File: src/rtl/gpio_ctrl_pkg.sv
// gpio_ctrl_pkg
// Shared definitions for the GPIO controller: the word-address register map,
// the RW encoding of the bus and the levels of its active-low strobes.
package gpio_ctrl_pkg;

  // Word addresses decoded from Addr[2:0].
  typedef enum logic [2:0] {
    GPIO_ADDR_IN       = 3'd0,  // RO  synchronised pin values
    GPIO_ADDR_OUT      = 3'd1,  // RW  output data
    GPIO_ADDR_DIR      = 3'd2,  // RW  1 = output
    GPIO_ADDR_OUT_SET  = 3'd3,  // WO  OUT |= data
    GPIO_ADDR_OUT_CLR  = 3'd4,  // WO  OUT &= ~data
    GPIO_ADDR_RISE_EN  = 3'd5,  // RW  rising-edge capture enable
    GPIO_ADDR_FALL_EN  = 3'd6,  // RW  falling-edge capture enable
    GPIO_ADDR_IRQ_STAT = 3'd7   // R/W1C captured edge status
  } gpio_addr_e;

  // RW line encoding.
  localparam logic READ  = 1'b1;
  localparam logic WRITE = 1'b0;

  // Levels of the active-low bus strobes (CS_, As_, Rdy_).
  localparam logic ENABLE_  = 1'b0;
  localparam logic DISABLE_ = 1'b1;

endpackage : gpio_ctrl_pkg

File: src/rtl/gpio_ctrl_if.sv
// gpio_ctrl_if
// Word-addressed bus between a master and the GPIO controller.
//   CS_, As_  chip select / address strobe, active-low; access when both low
//   RW        1 = read, 0 = write
//   Addr      word address
//   WrData    write data
//   RdData    read data, valid in the Rdy_ cycle of a read, 0 otherwise
//   Rdy_      ready, active-low, one cycle after each access
interface gpio_ctrl_if #(
  parameter int ADDR_W = 30,
  parameter int DATA_W = 32
);
  logic              CS_;
  logic              As_;
  logic              RW;
  logic [ADDR_W-1:0] Addr;
  logic [DATA_W-1:0] WrData;
  logic [DATA_W-1:0] RdData;
  logic              Rdy_;

  modport master (output CS_, As_, RW, Addr, WrData, input RdData, Rdy_);
  modport slave  (input CS_, As_, RW, Addr, WrData, output RdData, Rdy_);

endinterface : gpio_ctrl_if

File: src/rtl/gpio_sync_edge.sv
// gpio_sync_edge
// Multi-stage synchroniser for the asynchronous pad inputs followed by a
// per-pin rising/falling edge detector.
//   clk, reset  system clock, synchronous active-high reset
//   async_in    raw pad values
//   rise_en     per-pin rising-edge enable
//   fall_en     per-pin falling-edge enable
//   arm         edge events are suppressed while low (warm-up after reset)
//   sync_q      synchronised pin values (SYNC_STAGES cycles behind the pad)
//   edge_evt    per-pin enabled edge seen this cycle
module gpio_sync_edge #(
  parameter int CH          = 16,
  parameter int SYNC_STAGES = 2
) (
  input  logic          clk,
  input  logic          reset,
  input  logic [CH-1:0] async_in,
  input  logic [CH-1:0] rise_en,
  input  logic [CH-1:0] fall_en,
  input  logic          arm,
  output logic [CH-1:0] sync_q,
  output logic [CH-1:0] edge_evt
);

  // Stage 0 samples the pad; stage SYNC_STAGES-1 is the synchronised value.
  logic [SYNC_STAGES-1:0][CH-1:0] stage_q, stage_d;
  logic [CH-1:0]                  prev_q, prev_d;

  // NOTE: every signal written here gets a value before any condition could
  // skip it; a path that leaves one unassigned would infer a latch.
  always_comb begin
    stage_d = {stage_q[SYNC_STAGES-2:0], async_in};
    prev_d  = sync_q;
  end

  // NOTE: state is updated with non-blocking assignments so every flop samples
  // the pre-edge value of its neighbour; blocking here would collapse the chain.
  always_ff @(posedge clk) begin
    if (reset) begin
      // NOTE: the whole chain is reset, unlike a RAM, so the detector starts
      // from a known all-zero history instead of X.
      stage_q <= '0;
      prev_q  <= '0;
    end else begin
      stage_q <= stage_d;
      prev_q  <= prev_d;
    end
  end

  assign sync_q   = stage_q[SYNC_STAGES-1];
  assign edge_evt = ((sync_q & ~prev_q & rise_en) |
                     (~sync_q & prev_q & fall_en)) & {CH{arm}};

endmodule : gpio_sync_edge

File: src/rtl/gpio_ctrl.sv
// gpio_ctrl
// GPIO controller on the word-addressed bus: output data with atomic set/clear,
// per-pin direction, synchronised inputs and edge-capture interrupt status.
//   clk, reset  system clock, synchronous active-high reset
//   bus         slave side of gpio_ctrl_if (CS_, As_, RW, Addr, WrData,
//               RdData, Rdy_)
//   gpio_in     asynchronous pad inputs
//   gpio_out    output data register (OUT)
//   gpio_oe     pad output enable (DIR)
//   irq         OR of IRQ_STAT, active-high
module gpio_ctrl
  import gpio_ctrl_pkg::*;
#(
  parameter int CH          = 16,
  parameter int SYNC_STAGES = 2,
  parameter int ADDR_W      = 30,
  parameter int DATA_W      = 32
) (
  input  logic          clk,
  input  logic          reset,
  gpio_ctrl_if.slave    bus,
  input  logic [CH-1:0] gpio_in,
  output logic [CH-1:0] gpio_out,
  output logic [CH-1:0] gpio_oe,
  output logic          irq
);

  // Warm-up counter covers the synchroniser plus the previous-value flop, so
  // a pin that is already high when reset drops never looks like an edge.
  localparam int                WARM_W    = $clog2(SYNC_STAGES + 2);
  localparam logic [WARM_W-1:0] WARM_INIT = WARM_W'(SYNC_STAGES + 1);

  logic [CH-1:0]     out_q, out_d;
  logic [CH-1:0]     dir_q, dir_d;
  logic [CH-1:0]     rise_en_q, rise_en_d;
  logic [CH-1:0]     fall_en_q, fall_en_d;
  logic [CH-1:0]     irq_stat_q, irq_stat_d;
  logic [WARM_W-1:0] warm_q, warm_d;
  logic [DATA_W-1:0] rd_data_q, rd_data_d;
  logic              rdy_n_q, rdy_n_d;

  logic [CH-1:0] sync_q, edge_evt;
  logic [CH-1:0] wr_val, rd_val, w1c_mask;
  logic          acc, arm;
  gpio_addr_e    addr;

  // Only Addr[2:0] and WrData[CH-1:0] are decoded; the rest is ignored.
  logic [ADDR_W-1:0] unused_addr;
  logic [DATA_W-1:0] unused_wr_data;
  assign unused_addr    = bus.Addr;
  assign unused_wr_data = bus.WrData;

  assign arm = (warm_q == '0);

  gpio_sync_edge #(
    .CH          (CH),
    .SYNC_STAGES (SYNC_STAGES)
  ) u_sync_edge (
    .clk      (clk),
    .reset    (reset),
    .async_in (gpio_in),
    .rise_en  (rise_en_q),
    .fall_en  (fall_en_q),
    .arm      (arm),
    .sync_q   (sync_q),
    .edge_evt (edge_evt)
  );

  always_comb begin
    acc      = (bus.CS_ == ENABLE_) && (bus.As_ == ENABLE_);
    addr     = gpio_addr_e'(bus.Addr[2:0]);
    wr_val   = bus.WrData[CH-1:0];
    out_d     = out_q;
    dir_d     = dir_q;
    rise_en_d = rise_en_q;
    fall_en_d = fall_en_q;
    w1c_mask  = '0;
    rd_val    = '0;
    warm_d    = arm ? warm_q : warm_q - WARM_W'(1);

    case (addr)
      GPIO_ADDR_IN:       rd_val = sync_q;
      GPIO_ADDR_OUT:      rd_val = out_q;
      GPIO_ADDR_DIR:      rd_val = dir_q;
      GPIO_ADDR_RISE_EN:  rd_val = rise_en_q;
      GPIO_ADDR_FALL_EN:  rd_val = fall_en_q;
      GPIO_ADDR_IRQ_STAT: rd_val = irq_stat_q;
      default:            rd_val = '0;  // OUT_SET / OUT_CLR are write-only
    endcase

    if (acc && bus.RW == WRITE) begin
      case (addr)
        GPIO_ADDR_OUT:      out_d     = wr_val;
        GPIO_ADDR_DIR:      dir_d     = wr_val;
        GPIO_ADDR_OUT_SET:  out_d     = out_q | wr_val;
        GPIO_ADDR_OUT_CLR:  out_d     = out_q & ~wr_val;
        GPIO_ADDR_RISE_EN:  rise_en_d = wr_val;
        GPIO_ADDR_FALL_EN:  fall_en_d = wr_val;
        GPIO_ADDR_IRQ_STAT: w1c_mask  = wr_val;
        default:            ;  // IN is read-only
      endcase
    end

    // Edge set is applied after the clear so a same-cycle event wins.
    irq_stat_d = (irq_stat_q & ~w1c_mask) | edge_evt;

    rd_data_d = (acc && bus.RW == READ) ? DATA_W'(rd_val) : '0;
    rdy_n_d   = acc ? ENABLE_ : DISABLE_;
  end

  always_ff @(posedge clk) begin
    if (reset) begin
      out_q      <= '1;
      dir_q      <= '0;
      rise_en_q  <= '0;
      fall_en_q  <= '0;
      irq_stat_q <= '0;
      warm_q     <= WARM_INIT;
      rd_data_q  <= '0;
      rdy_n_q    <= DISABLE_;
    end else begin
      out_q      <= out_d;
      dir_q      <= dir_d;
      rise_en_q  <= rise_en_d;
      fall_en_q  <= fall_en_d;
      irq_stat_q <= irq_stat_d;
      warm_q     <= warm_d;
      rd_data_q  <= rd_data_d;
      rdy_n_q    <= rdy_n_d;
    end
  end

  assign bus.RdData = rd_data_q;
  assign bus.Rdy_   = rdy_n_q;
  assign gpio_out   = out_q;
  assign gpio_oe    = dir_q;
  assign irq        = |irq_stat_q;

endmodule : gpio_ctrl

File: src/flat_wrapper.sv
// flat-port wrapper written by rule: the top's interface ports become plain ports
module gpio_ctrl_flat import gpio_ctrl_pkg::*;
#(
  parameter int CH          = 16,
  parameter int SYNC_STAGES = 2,
  parameter int ADDR_W      = 30,
  parameter int DATA_W      = 32
)
  (clk, reset, gpio_in, gpio_out, gpio_oe, irq, bus_CS_, bus_As_, bus_RW, bus_Addr, bus_WrData, bus_RdData, bus_Rdy_);
  gpio_ctrl_if #(.ADDR_W(ADDR_W), .DATA_W(DATA_W)) bus_i ();
  input  logic clk;
  input  logic reset;
  input  logic [CH-1:0] gpio_in;
  output logic [CH-1:0] gpio_out;
  output logic [CH-1:0] gpio_oe;
  output logic irq;
  input wire logic [$bits(bus_i.CS_)-1:0] bus_CS_;
  input wire logic [$bits(bus_i.As_)-1:0] bus_As_;
  input wire logic [$bits(bus_i.RW)-1:0] bus_RW;
  input wire logic [$bits(bus_i.Addr)-1:0] bus_Addr;
  input wire logic [$bits(bus_i.WrData)-1:0] bus_WrData;
  output wire logic [$bits(bus_i.RdData)-1:0] bus_RdData;
  output wire logic [$bits(bus_i.Rdy_)-1:0] bus_Rdy_;
  assign bus_i.CS_ = bus_CS_;
  assign bus_i.As_ = bus_As_;
  assign bus_i.RW = bus_RW;
  assign bus_i.Addr = bus_Addr;
  assign bus_i.WrData = bus_WrData;
  assign bus_RdData = bus_i.RdData;
  assign bus_Rdy_ = bus_i.Rdy_;
  gpio_ctrl #(.CH(CH), .SYNC_STAGES(SYNC_STAGES), .ADDR_W(ADDR_W), .DATA_W(DATA_W)) u_core (.clk(clk), .reset(reset), .bus(bus_i), .gpio_in(gpio_in), .gpio_out(gpio_out), .gpio_oe(gpio_oe), .irq(irq));
endmodule
File: config.mk
export PLATFORM = sky130hd
export DESIGN_NAME = gpio_ctrl_flat
export DESIGN_NICKNAME = d
export VERILOG_FILES = /design/src/rtl/gpio_ctrl_pkg.sv /design/src/rtl/gpio_ctrl_if.sv /design/src/rtl/gpio_sync_edge.sv /design/src/rtl/gpio_ctrl.sv /design/src/flat_wrapper.sv
export SDC_FILE = /design/constraint.sdc
export NUM_CORES = 1
export LEC_CHECK = 0
export CAP_MARGIN = 20
export CORE_ASPECT_RATIO = 1.25
export CORE_MARGIN = 2
export CORE_UTILIZATION = 45
export DETAILED_ROUTE_END_ITERATION = 6
export PLACE_DENSITY = 0.76
export SETUP_SLACK_MARGIN = 0.1
export SLEW_MARGIN = 20
export SYNTH_ARGS = -nofsm -noshare
export SYNTH_HDL_FRONTEND = slang
export SYNTH_SLANG_ARGS = --single-unit
File: constraint.sdc
create_clock -name clk -period 1.6 [get_ports clk]
set_clock_uncertainty 0.05 [all_clocks]
set_input_delay 0.32 -clock clk [delete_from_list [all_inputs] [get_ports clk]]
set_output_delay 0.32 -clock clk [all_outputs]
set_load 0.03 [all_outputs]
# [Yosys cells after proc, flatten, opt, wreduce, memory -nomap -nowiden]
# Cells that the tools add are included.
[classes] addsub=1 multipliers=0 div_mod_pow=0 n_lt_le_gt_ge=0 n_eq_ne=7 shifts=0 muxes=5 bitwise_logic=18 reduce_logical=12
[op_table] cell="$and A16 B16 Y16" count=7
[op_table] cell="$pmux W16 S6" count=1
[op_table] cell="$not A16 Y16" count=4
[op_table] cell="$or A16 B16 Y16" count=3
[op_table] cell="$pmux W16 S3" count=1
[op_table] cell="$mux W16" count=2
[op_table] cell="$reduce_or A16 Y1" count=1
[op_table] cell="$eq A3 B3 Y1 const B" count=4
[op_table] cell="$reduce_and A2 Y1" count=4
[op_table] cell="$eq A3 B2 Y1 const B" count=2
[op_table] cell="$not A1 Y1" count=4
[op_table] cell="$eq A3 B1 Y1 const B" count=1
[op_table] cell="$logic_and A1 B1 Y1" count=3
[op_table] cell="$logic_not A3 Y1" count=1
[op_table] cell="$reduce_bool A3 Y1" count=1
[op_table] cell="$logic_not A2 Y1" count=1
[op_table] cell="$reduce_or A2 Y1" count=1
[op_table] cell="$sub A2 B1 Y2 const B" count=1
[op_table] cell="$mux W1" count=1
[word_totals] register_bits=163 latchBits=0 ramBits=0 mem_bits_ro=0 input_bits=83 output_inout_bits=66 n_memories=0

# [Longest topological paths before layout]
# Gate-level depths: netlist (run 1).
[logic_depth] depth_word=7 mapped_depth=6 mapped_depth_nobuf=4

# [Modules after synthesis]
# A second synthesis (run 1) with hierarchy kept.
[hier_totals] hier_cells=646 area_unflattened_um2=6087.1
[modules_own_cells] module="gpio_ctrl" n_inst=1 cells_per_inst=494 area_per_inst_um2=4414.2
[modules_own_cells] module="gpio_sync_edge" n_inst=1 cells_per_inst=152 area_per_inst_um2=1672.9

# [Worst setup path after synthesis (run 1)]
# Ideal clock, no wire load.
[synth_timing] kind="input to register" from="input port bus_Addr[1]" to="register u_core.out_q[10], in the netlist u_core.gpio_out[10]" t_arrival_ns=1.471 setup_slack_ns=-0.043 stages=5 path_buffers=2 path_cell_list="clkbuf_1 nor3b_1 o21ai_1 buf_2 a221o_1"
[synth_via] elab_chain_len=3
[synth_rtl] element="start, declared" line="flat_wrapper.sv:20" rtl="input wire logic [$bits(bus_i.Addr)-1:0] bus_Addr;"
[synth_rtl] element="$eq A3 B1 Y1 (tied with other cells)" line="gpio_ctrl.sv:92" rtl="case (addr)"
[synth_rtl] element="$reduce_bool A3 Y1 (no source line)"
[synth_rtl] element="$reduce_and A2 Y1 (no source line)"
[synth_rtl] element="end signal, assigned" line="gpio_ctrl.sv:122" rtl="out_q <= out_d;"
[synth_rtl] element="end, declared" line="gpio_ctrl.sv:33" rtl="logic [CH-1:0] out_q, out_d;"
# Parallel ways exist; a longest one is shown, timed or not.
# A chain may end at the register's enable or synchronous reset.

# [Worst setup path after layout (run 1)]
[layout_timing] from="register u_core.irq_stat_q[14]" to="output port irq"
[layout_via] elab_chain_len=1
[layout_rtl] element="start, declared" line="gpio_ctrl.sv:37" rtl="logic [CH-1:0] irq_stat_q, irq_stat_d;"
[layout_rtl] element="start signal, assigned" line="gpio_ctrl.sv:126" rtl="irq_stat_q <= irq_stat_d;"
[layout_rtl] element="$reduce_or A16 Y1" line="gpio_ctrl.sv:137" rtl="assign irq = |irq_stat_q;"
[layout_rtl] element="end, declared" line="flat_wrapper.sv:16" rtl="output logic irq;"
# No other way between the ends.

==> impl_summary.md, run 1 <==
Place
Detailed placement ended at an HPWL of ~13000 microns. The final weighted congestion in routability-driven placement is just under 0.9. Prior to clock tree synthesis, the placed netlist has a worst setup slack of -0.592 ns. In this run the tool buffered the top-level ports with 89 buffer cells.

Synthesis
The number of distinct library cells after synthesis is 50. Ranked by instance count, the synthesized netlist is headed by dfxtp_1 (147), nor2b_1 (68), nand2b_1 (50), mux2i_1 (37), o21ai_0 (32). Of all cell types, the one taking the most synthesized area is dfxtp_1.

The predominant post-synthesis flop cell is dfxtp_1. The portion of synthesized cell area occupied by the leading cell type is ~46%. The synthesized design contains 147 register bits. The number of enable-type register cells in the synthesized netlist is 0. Sorting the synthesized cells by area gives the leading types as dfxtp_1 (46%), nor2b_1 (6.6%), mux2i_1 (5.8%), nand2b_1 (4.9%), mux2_2 (3.3%). dfxtp_1 is the most common cell in the netlist. The post-synthesis async set-or-reset flop share is 0%. Yosys printed 0 warnings. Summing every instance area after synthesis gives roughly 6400 sq um. The number of instances in the synthesized netlist is between 600 and 700. The average instance in the mapped netlist occupies approximately 9.8 sq um.

The fraction of the yosys area taken by sequential cells is 45.9%.

Die
The count of pins on the block boundary is 149. The area enclosed by the die boundary is between 15000 and 20000 sq um. The placeable core region is approximately 14000 sq um. The initial cell density of the core is 46.3%. The row count is 48. In this run the vertical extent of the chip is about 140 microns. Measured along the x axis, the die boundary spans around 110 microns.

CTS
The clock transition time at the flip-flop clock pins of the worst setup and hold paths is ~0.06 ns. The later-pin clock latency in the skew report is 0.42 ns. The clock tree from TritonCTS is built. The clock passes through at most 2 buffers. Counting every sink on the clock net gives about 150. In this run, post-CTS hold repair placed 0 buffers. The cell at the root of the clock tree is clkbuf_16.

The H-tree level count is 4. In this run, CTS created clock tree buffers numbering 17.

Critical path
The worst reg2reg path depth is 5. The endpoint of the most critical setup path is irq. Walking the worst path, the cells encountered are nor4_4 -> buf_4 -> nand4_1 -> buf_6.

The worst-path cell with the longest stage delay is dfxtp_2. For flop-to-flop paths, the worst setup slack is between 0.3 and 0.4 ns. The most critical setup path has its startpoint at u_core.irq_stat_q[14].

The classification of the worst setup path is reg -> out. The worst setup path is launched from a flip-flop. The critical path arrival is between 1.5 and 2 ns. The endpoint class of the critical path is a primary output.

The worst register-to-register path ends at u_core.irq_stat_q[0]. The startpoint of the worst register-to-register path is u_core.warm_q[0]. STA puts the critical path data required time at about 1.2 ns. Of all nets on the critical path, the largest fanout is 2. On the worst path, the slowest cell contributes a delay of around 0.33 ns.

GRT
The first global-routing pass estimated 30500 microns of wire. The total overflow left after global routing is 0. The number of antenna violations at the first check in global routing is 0.

The global routing usage summed across all routing layers is approximately a quarter. The via count of the first global-routing pass is a little under 6000. Entering global routing, the biggest net connects between 50 and 60 pins.

STA
The portion of the clock cycle consumed by the worst path in the final layout is 119%. In the final timing run, aggregate negative setup slack is -0.300 ns. Setup repair after global routing could not meet its margin everywhere.

The final number of hold-violating endpoints came to 0. The max-slew violation count is 0. Once routing completed, OpenROAD measured the worst setup slack at -0.300 ns. For this run, the top clock speed supported by timing is ~0.53 GHz.

The shortest period the worst path allows is between 1.5 and 2 ns. Setup violations remaining at the end of the flow were counted as 1. The worst hold-check slack is between 0.15 and 0.2 ns.

Route
In the routed design, unresolved DRC markers number 0. The count of TritonRoute iterations in the first routing pass is 5. The number of design-rule violations left by the first detailed-router iteration is between 300 and 400. The final wirelength is ~19000 microns. Dividing the detail-routed via count by the number of cells gives about 5.7. The post-detailed-route count of antenna-violating nets is 0.

The via count is ~5700. The wire length per cell is roughly 19 microns.

Cells and area
The fraction of final layout cells sized beyond drive strength 1 is between 20 and 30%. Cells fill roughly 63% of the core in the end. The synthesis-to-layout area growth is 35.2%.

The count of nets after finishing is about 890. The antenna diode count is 0.

Pwr
Registers are responsible for between 40% and 50% of the overall power. The post-route total power is 8.84 mW. The switching power of the nets is just over 2 mW. Internal power comes to 6.80 mW. The cell area power density is about 1000 nW/um^2.

The static leakage is about 3.4 nW. The switching power share of the total is approximately 23%. The maximum vdd ir drop is 0.000556 V.

The proportion of power drawn by combinational gates is about 10%. Of the total power, the clock network draws a little under half.

Flow run
The number of max-capacitance violations reported is 0.

Run status
The checks that failed: negative setup slack. The run finished, with violations left.

Min path
The kind of path behind the tightest hold check is in -> reg.
cell families (layout without fill, tap and decap cells):
family,count (synthesis),after routing,share of synthesized area [%]
flops,147,147,45.9
simple gates,201,201,19.2
fa+ha+maj,1,1,0.195
xor+xnor,1,1,0.137
other cells,1,16,0.0584
buf+inv,84,238,6.41
compound gates,162,162,19.0
mux,56,56,9.11
worst min-delay path by stage:
| stage | from | to | slack, ns | cells past startpoint |
|---|---|---|---|---|
| 6_report | bus_Addr[2] | u_core.bus.RdData[2] | 0.20 | 2 |
| 4_1_cts | bus_CS_ | u_core.bus.Rdy_ | 0.37 | 3 |
| 3_3_place_gp | u_core.u_sync_edge.stage_d[25] | u_core.u_sync_edge.sync_q[9] | 0.37 | 1 |
| 3_5_place_dp | u_core.u_sync_edge.stage_d[30] | u_core.u_sync_edge.sync_q[14] | 0.37 | 1 |
| 2_1_floorplan | u_core.u_sync_edge.stage_d[16] | u_core.u_sync_edge.sync_q[0] | 0.36 | 1 |
| 5_1_grt | bus_Addr[2] | u_core.bus.RdData[2] | 0.22 | 2 |
routing by layer:
metal	wire [microns]	GRT usage [%]
met1	7700	30.4
met2	9580	44.4
met3	1230	5.10
met4	547	11.8
met5	0	0
timing repair:
action                                  in CTS  in global routing
setup buffers                                0                  4
pin swaps                                    7                  6
endpoints found under the hold margin        0                  0
resized for setup                          170                 41
endpoints found under the setup margin     146                 80
cell usage in the layout, fill, tap and decap left out, drive strengths merged, types with 18 or more instances in the layout:
cell	n
nor2b	68
nand3	21
nand2b	50
mux2i	37
a21oi	18
clkdlybuf4s15	24
clkdlybuf4s50	32
a22oi	21
dfxtp	147
buf	120
o21ai	33
inv	19
nand2	19
clkbuf	27
mux2	19
worst max-delay path: cells and delay by family (launching register included):
kind | cells | cell delay, ns
simple gates | 2 | 0.44
buf+inv | 2 | 0.34
flops | 1 | 0.33
stage by stage:
step / cells / area (sq um)
CTS: 993 / 8710
global route: 997 / 8680
finish: 997 / 8680
floorplan: 668 / 6520
global placement: 961 / 8050
detailed placement: 961 / 8050
flip-flops by register name, summed over array words and instances, names as in the netlist:
signal,cells
u_core.bus.RdData,16
u_core.fall_en_q,16
u_core.gpio_oe,16
u_core.gpio_out,16
u_core.irq_stat_q,16
u_core.rise_en_q,16
u_core.u_sync_edge.prev_q,16
u_core.u_sync_edge.stage_d,16
u_core.u_sync_edge.sync_q,16
u_core.warm_q,2
u_core.bus.Rdy_,1
area by class of cell:
type,count,area (sq um)
timing repair buffer,187,1620
inverter,19,71.3
multi-input combinational,437,3200
fill,1096,5200
clock inverter,9,125
sequential,147,2950
tap,175,219
clock buffer,23,498
power groups by stage:
| stage | registers [mW] | clock network [mW] | logic [mW] |
|---|---|---|---|
| 3_3_place_gp | 3.87 | 0 | 0.848 |
| 4_1_cts | 3.80 | 4.19 | 0.869 |
| 5_1_grt | 3.81 | 4.37 | 0.935 |
| 6_report | 3.80 | 4.16 | 0.882 |
| 3_5_place_dp | 3.88 | 0 | 0.871 |
| 2_1_floorplan | 3.90 | 0 | 0.457 |
(Power assumes the default switching activity.)
==> inputs of run 2 (changes only) <==
Settings changed: PLACE_DENSITY 0.76 to 0.77, SYNTH_HIERARCHICAL set to 1.
==> impl_summary.md, run 2 <==
GRT
The global routing usage summed across all routing layers is 24.5% (-0.96 points). The number of antenna violations at the first check in global routing is 0 (unchanged). The via count of the first global-routing pass is 5478 (-7.0%). In this run the most used layer during global routing was met2. The total congestion overflow was 0 (unchanged). The first-pass GRT wire length is 27500 microns (-9.8%).

The met1 usage in global routing is 29.8% (-0.59 points). The pin count of the biggest net entering global routing came to 132 (+160%). The met3 usage is 5.88% (+0.78 points).

The fraction of met2 tracks used by global routing is 41.2% (-3.2 points).

STA
The shortest period the worst path allows is 1.85 ns (-0.0541 ns). The portion of the clock cycle consumed by the worst path in the final layout is 115% (-3.4 points). The worst pin sits at a relative slew slack of 60.3%.

The count of endpoints failing setup in the final report is 1 (unchanged). The final setup TNS is -0.246 ns (+0.0541 ns). The max-slew violation count is 0 (unchanged). The highest achievable clock rate is 0.542 GHz (+2.9%). The final setup slack of the worst path is -0.246 ns (+0.0541 ns). The transition at the pin with the smallest max-transition slack is between 0.5 and 0.6 ns. The final number of hold-violating endpoints is 0 (unchanged). Setup repair after global routing could not meet its margin everywhere.

The worst hold-check slack was 0.165 ns (-0.0343 ns).

Die
The row count was 47 (-2.1%). The initial cell density of the core is 46.0% (-0.25 points). The placeable core region is 13200 sq um (-4.6%). The count of pins on the block boundary is 149 (unchanged). The die boundary height is 134 microns (-2.5%). The die span in x was 108 microns (-2.5%). The area enclosed by the die boundary is 14500 sq um (-5.0%).

Synthesis
The count of yosys warnings during synthesis came to 6 (+6). The portion of synthesized cell area occupied by the leading cell type came to 48.3% (+2.5 points). The synthesis-stage register bit count was 147 (unchanged). The number of distinct library cells after synthesis came to 46 (-8.0%). In the post-synthesis netlist, the biggest area contributors are dfxtp_1 (48%), nand2_1 (5.4%), mux2i_1 (5.3%), nor2b_1 (5.0%), a21oi_1 (4.8%). The fraction of the yosys area taken by sequential cells came to 48.3% (+2.5 points).

The number of enable-type register cells in the synthesized netlist is 0 (unchanged). The most used standard cell by instance count after synthesis is dfxtp_1. The number of instances in the synthesized netlist is 646 (-1.1%). The netlist area before placement is 6090 sq um (-5.1%). The post-synthesis async set-or-reset flop share is 0% (unchanged).

The average cell area after synthesis was 9.42 sq um (-4.1%). Counting instances in the post-synthesis netlist gives the leading cell types as dfxtp_1 (147), nand2_1 (87), a21oi_1 (58), nor2_1 (50), nor2b_1 (49). For this run, the leading register cell type out of synthesis is dfxtp_1.

The synthesized design spends more area on one cell type than any other, namely dfxtp_1.

Pwr
The maximum vdd ir drop is 0.000801 V (+44%). The post-route total power is 8.74 mW (-1.1%). The static leakage came to 3.28 nW (-2.7%). The cell area power density is 1080 nW/um^2 (+5.8%).

Cells and area
The synthesis-to-layout area growth is 33.3%. The antenna diode count is 0 (unchanged). The commonest non-fill, non-tap cell in the layout is dfxtp_1. The final standard cell count with taps included and fillers excluded is 963 (-3.4%). The fraction of final layout cells sized beyond drive strength 1 is 24.9% (-2.9 points).

The count of nets after finishing came to 863 (-3.4%). The library cells used most frequently in the layout, excluding fill and tap cells, are dfxtp_1 (144), nand2_1 (87), a21oi_1 (56), buf_4 (54), nor2_1 (50). The post-layout utilization of the core is 61.3% (-1.2 points).

Critical path
Grouping stages by cell kind, the critical path spends the most delay in simple AND/OR/NAND/NOR gates. The startpoint of the worst register-to-register path is u_core/warm_q[0]. The critical path arrival is 1.48 ns (-0.05 ns). The critical path launch point is u_core/irq_stat_q[11]. The total buffers and inverters traversed by the critical path is 1 (-1).

The delay of the slowest cell on the worst path was 0.36 ns (+0.03 ns). The classification of the worst setup path is reg -> out. The worst-path cell with the longest stage delay is dfxtp_1. The signal on the critical path passes through nor4_2 -> nand4_1 -> buf_6. The endpoint required time on the critical path came to 1.23 ns (about the same). The worst-path maximum fanout came to 3 (+1). The worst setup path is captured at a primary output. The kind of start point of the critical path is a flip-flop.

Route
The final wirelength was 17900 microns (-6.4%). The count of TritonRoute iterations in the first routing pass is 5 (unchanged). The number of remaining DRC errors is 0 (unchanged). The via count is 5546 (-2.2%).

The number of vias per cell after detailed routing is 5.76 (+1.3%). The post-detailed-route count of antenna-violating nets is 0 (unchanged). The number of design-rule violations left by the first detailed-router iteration is 626 (+66%). The wire length per cell is 18.5 microns (-3.1%).

CTS
The clock transition time at the flip-flop clock pins of the worst setup and hold paths is 0.06 ns (about the same). The cell at the root of the clock tree is clkbuf_16. The clock tree from TritonCTS is built.

The clock sink count came to 147 (unchanged). The later-pin clock latency in the skew report was 0.42 ns (about the same). The CTS buffer count came to 17 (unchanged).

The buffer levels on the longest clock path was 2 (unchanged). The H-tree level count was 4 (unchanged).

Place
The number of buffers added on ports is 89 (unchanged). The placed cell count is 923 (-4.0%). The placed wire-length estimate came to 11600 microns (-10%). The final weighted congestion in routability-driven placement is 0.860 (-1.4%).

Min path
The worst hold path begins at bus_CS_. The kind of path behind the tightest hold check is in -> reg.

Run status
The final reports fail on negative setup slack. The run finished, with violations left.

Flow run
The number of max-capacitance violations reported is 0 (unchanged).
## run 2: cell types whose count changed after synthesis, moves of 19 or more
cell | before | now
nand2_1 | 18 | 87
nand2b_1 | 50 | 1
nor2_1 | 2 | 50
a21oi_1 | 18 | 58
nand4b_1 | 0 | 32
o21ai_0 | 32 | 6
nand3_1 | 21 | 0
nor2b_1 | 68 | 49
## run 2: cell families after synthesis
| kind of cell | synth area share, % |
|---|---|
| compound gates | 14.6 |
| xor+xnor | 0.144 |
| fa+ha+maj | 0.206 |
| buf+inv | 6.47 |
| flops | 48.3 |
| mux | 7.48 |
| other cells | 0.0616 |
| simple gates | 22.7 |
## run 2: path summary, 6_finish.rpt
path                                   to  slack, ns  depth (start not counted)
max reg2reg          u_core/irq_stat_q[6]       0.22                          7
max                                   irq      -0.25                          3
min                       u_core/bus.Rdy_       0.17                          2
min reg2reg  u_core/u_sync_edge/sync_q[6]       0.39                          1
## run 2: worst reg2reg max path: stages (launching register included)
cell	delay, ns
dfxtp_1	0.34
inv_1	0.05
ha_2	0.22
buf_12	0.17
nand4b_1	0.13
nand2_1	0.07
a21oi_1	0.15
nor2_1	0.07
## run 2: repair_timing
action	4_1_cts	5_1_grt
setup endpoints to repair	145	89
gates cloned	1	1
hold buffers	0	0
setup buffers	5	1
pin swaps	3	6
resized for setup	180	50
## run 2: final cells by class
| cell class | count | area (sq um) |
|---|---|---|
| Clock buffer | 19 | 433 |
| Clock inverter | 13 | 184 |
| Fill cell | 1073 | 5120 |
| Inverter | 3 | 11.3 |
| Tap cell | 171 | 214 |
| Sequential cell | 147 | 2950 |
| Timing Repair Buffer | 161 | 1440 |
| Multi-Input combinational cell | 449 | 2880 |
## run 2: routing by layer
layer	part of all wire [%]	vias to the layer above	routed length, microns
met3	8.8	52	1580
met4	3.4	0	599
met1	39	2635	6890
li1	-	2544	-
met5	0	-	0
met2	49	315	8790
## run 2: where the power goes
group | internal (mW) | switching [mW]
sequential | 3.74 | 0.0505
combinational | 0.351 | 0.462
clock | 2.61 | 1.53
total | 6.70 | 2.04
## run 2: metrics by stage
| step | instance area, sq um | setup slack, ns |
|---|---|---|
| after detailed placement | 7450 | -0.630 |
| after global routing | 8110 | -0.310 |
| final | 8110 | -0.246 |
| after floorplan | 6150 | -0.0808 |
| after global placement | 7450 | -0.520 |
| after CTS | 8140 | -0.277 |
==> inputs of run 3 (changes only) <==
Settings changed: CORE_ASPECT_RATIO 1.25 to 0.6.
==> impl_summary.md, run 3 (same netlist as run 2, synthesis figures left out) <==
CTS
The H-tree level count was 4 (unchanged). The CTS buffer count is 17 (unchanged). The cell at the root of the clock tree is clkbuf_16.

The post-cts hold buffer count is 0 (unchanged). The later-pin clock latency in the skew report is 0.41 ns (about the same). The clock transition time at the flip-flop clock pins of the worst setup and hold paths came to 0.06 ns (about the same). The clock sink count came to 147 (unchanged). TritonCTS built the clock tree.

The buffer levels on the longest clock path was 2 (unchanged).

Place
The worst setup slack before clock tree synthesis came to -0.624 ns (+0.00618 ns). The placed cell count is 933 (+1.1%). The cell area after placement is 7450 sq um (about the same). The number of buffers added on ports is 89 (unchanged).

The final weighted congestion in routability-driven placement is 0.870 (+1.2%). The placed wire-length estimate is 13200 microns (+14%).

Run status
The final reports fail on negative setup slack. The run finished, with violations left.

Cells and area
The antenna diode count is 0 (unchanged). The final standard cell count with taps included and fillers excluded was 966 (+0.31%). The synthesis-to-layout area growth is 33.3% (about the same). In the layout the commonest cells are dfxtp_1 (146), nand2_1 (87), buf_4 (66), a21oi_1 (55), nor2_1 (50). The cell area after layout is 8110 sq um (about the same). The fraction of final layout cells sized beyond drive strength 1 is 23.9% (-1.0 points).

The post-layout utilization of the core is 62.4% (+1.1 points). Leaving out fill and tap cells, the most frequent cell in the layout is dfxtp_1. The count of nets after finishing is 869 (+0.70%).

Route
The via count was 5539 (-0.13%). The final wirelength is 18700 microns (+4.7%). The number of remaining DRC errors is 0 (unchanged). The post-detailed-route count of antenna-violating nets was 0 (unchanged). The wire length per cell is 19.3 microns (+4.3%). The number of design-rule violations left by the first detailed-router iteration is 580 (-7.3%). The number of vias per cell after detailed routing is 5.73 (-0.44%). The count of TritonRoute iterations in the first routing pass is 5 (unchanged).

Critical path
The critical path is of the reg -> out type. The endpoint required time on the critical path came to 1.23 ns (about the same). The worst setup path is captured at a primary output. The kind of start point of the critical path is a flip-flop. On the critical path, the stage with the largest delay is an instance of dfxtp_2.

The register-to-register setup slack is 0.21 ns (about the same). The worst-path maximum fanout is 3 (unchanged). The critical path arrival was 1.56 ns (+0.08 ns). The total buffers and inverters traversed by the critical path is 2 (+1). The signal on the critical path passes through nor4_4 -> buf_4 -> nand4_1 -> buf_6. The delay of the slowest cell on the worst path was 0.34 ns (-0.02 ns).

The family of cells with the greatest summed delay on the critical path is simple AND/OR/NAND/NOR gates.

GRT
The via count of the first global-routing pass was 5213 (-4.8%). The pin count of the biggest net entering global routing is 83 (-37%). The first-pass GRT wire length is 28600 microns (+3.7%). The number of antenna violations at the first check in global routing is 0 (unchanged).

The global routing usage summed across all routing layers came to 25.9% (+1.4 points). The total congestion overflow is 0 (unchanged).

Die
The row count was 32 (-32%). The count of pins on the block boundary was 149 (unchanged). The die boundary height was 94.1 microns (-30%).

The area enclosed by the die boundary is 14500 sq um (+0.17%). The initial cell density of the core came to 46.8% (+0.77 points). The die span in x is 154 microns (+43%). The placeable core region came to 13000 sq um (-1.7%).

Pwr
The static leakage is 3.29 nW (+0.47%). The post-route total power is 8.69 mW (-0.66%). The maximum vdd ir drop is 0.000767 V (-4.2%). The cell area power density is 1070 nW/um^2 (-0.69%).

STA
The final number of hold-violating endpoints is 0 (unchanged). The count of endpoints failing setup in the final report is 1 (unchanged). The shortest period the worst path allows came to 1.93 ns (+0.0878 ns). The highest achievable clock rate is 0.517 GHz (-4.5%). The worst slew slack as a fraction of its limit is 65.9% (+5.6 points). The final setup TNS came to -0.334 ns (-0.0878 ns). The portion of the clock cycle consumed by the worst path in the final layout was 121% (+5.5 points). The worst hold-check slack is 0.218 ns (+0.0532 ns). The final setup slack of the worst path is -0.334 ns (-0.0878 ns). Setup repair after global routing could not meet its margin everywhere. The max-slew violation count is 0 (unchanged). The transition at the pin with the smallest max-transition slack is 0.510 ns (-0.0863 ns).

Min path
The kind of path behind the tightest hold check is in -> reg.

Flow run
The number of max-capacitance violations reported came to 0 (unchanged).
-- run 3: cell types whose count changed in the layout (fill, tap and decap cells not counted), moves of 3 or more --
cell / before / now
clkinvlp_4: 3 / 0
buf_12: 9 / 3
nor4_2: 3 / 0
clkdlybuf4s15_1: 8 / 13
clkbuf_2: 9 / 2
buf_4: 54 / 66
clkdlybuf4s15_2: 14 / 20
buf_2: 25 / 16
-- run 3: power breakdown --
group / leakage, nW / switching [mW] / internal (mW)
clock network: 0.297 / 1.53 / 2.54
registers: 1.20 / 0.0582 / 3.75
logic: 1.80 / 0.465 / 0.347
total: 3.29 / 2.06 / 6.63
-- run 3: per-layer routing --
| metal | global-route usage [%] | share of wire, % | up-vias |
|---|---|---|---|
| met5 | 0 | 0 | - |
| met4 | 10.3 | 1.8 | 0 |
| met3 | 7.06 | 9.9 | 37 |
| met2 | 38.0 | 42 | 309 |
| met1 | 36.1 | 46 | 2653 |
| li1 | - | - | 2540 |
-- run 3: path summary, 6_finish.rpt --
kind,startpoint,endpoint,depth (start not counted)
max reg2reg,u_core/warm_q[0],u_core/warm_q[1],5
max,u_core/irq_stat_q[8],irq,4
min,bus_As_,u_core/bus.Rdy_,2
min reg2reg,u_core/u_sync_edge/stage_d[20],u_core/u_sync_edge/sync_q[4],1
-- run 3: final cells by class --
cell class | count | area (sq um)
fill | 1079 | 4900
timing repair buffer | 167 | 1480
clock buffer | 20 | 457
multi-input combinational | 449 | 2860
inverter | 3 | 11.3
sequential | 147 | 2940
tap | 170 | 213
clock inverter | 10 | 148
-- run 3: repair_timing --
action / CTS / global route
endpoints found under the setup margin: 146 / 79
resized for setup: 158 / 48
setup buffers: 0 / 1
cloned: 1 / 1
pin swaps: 3 / 6
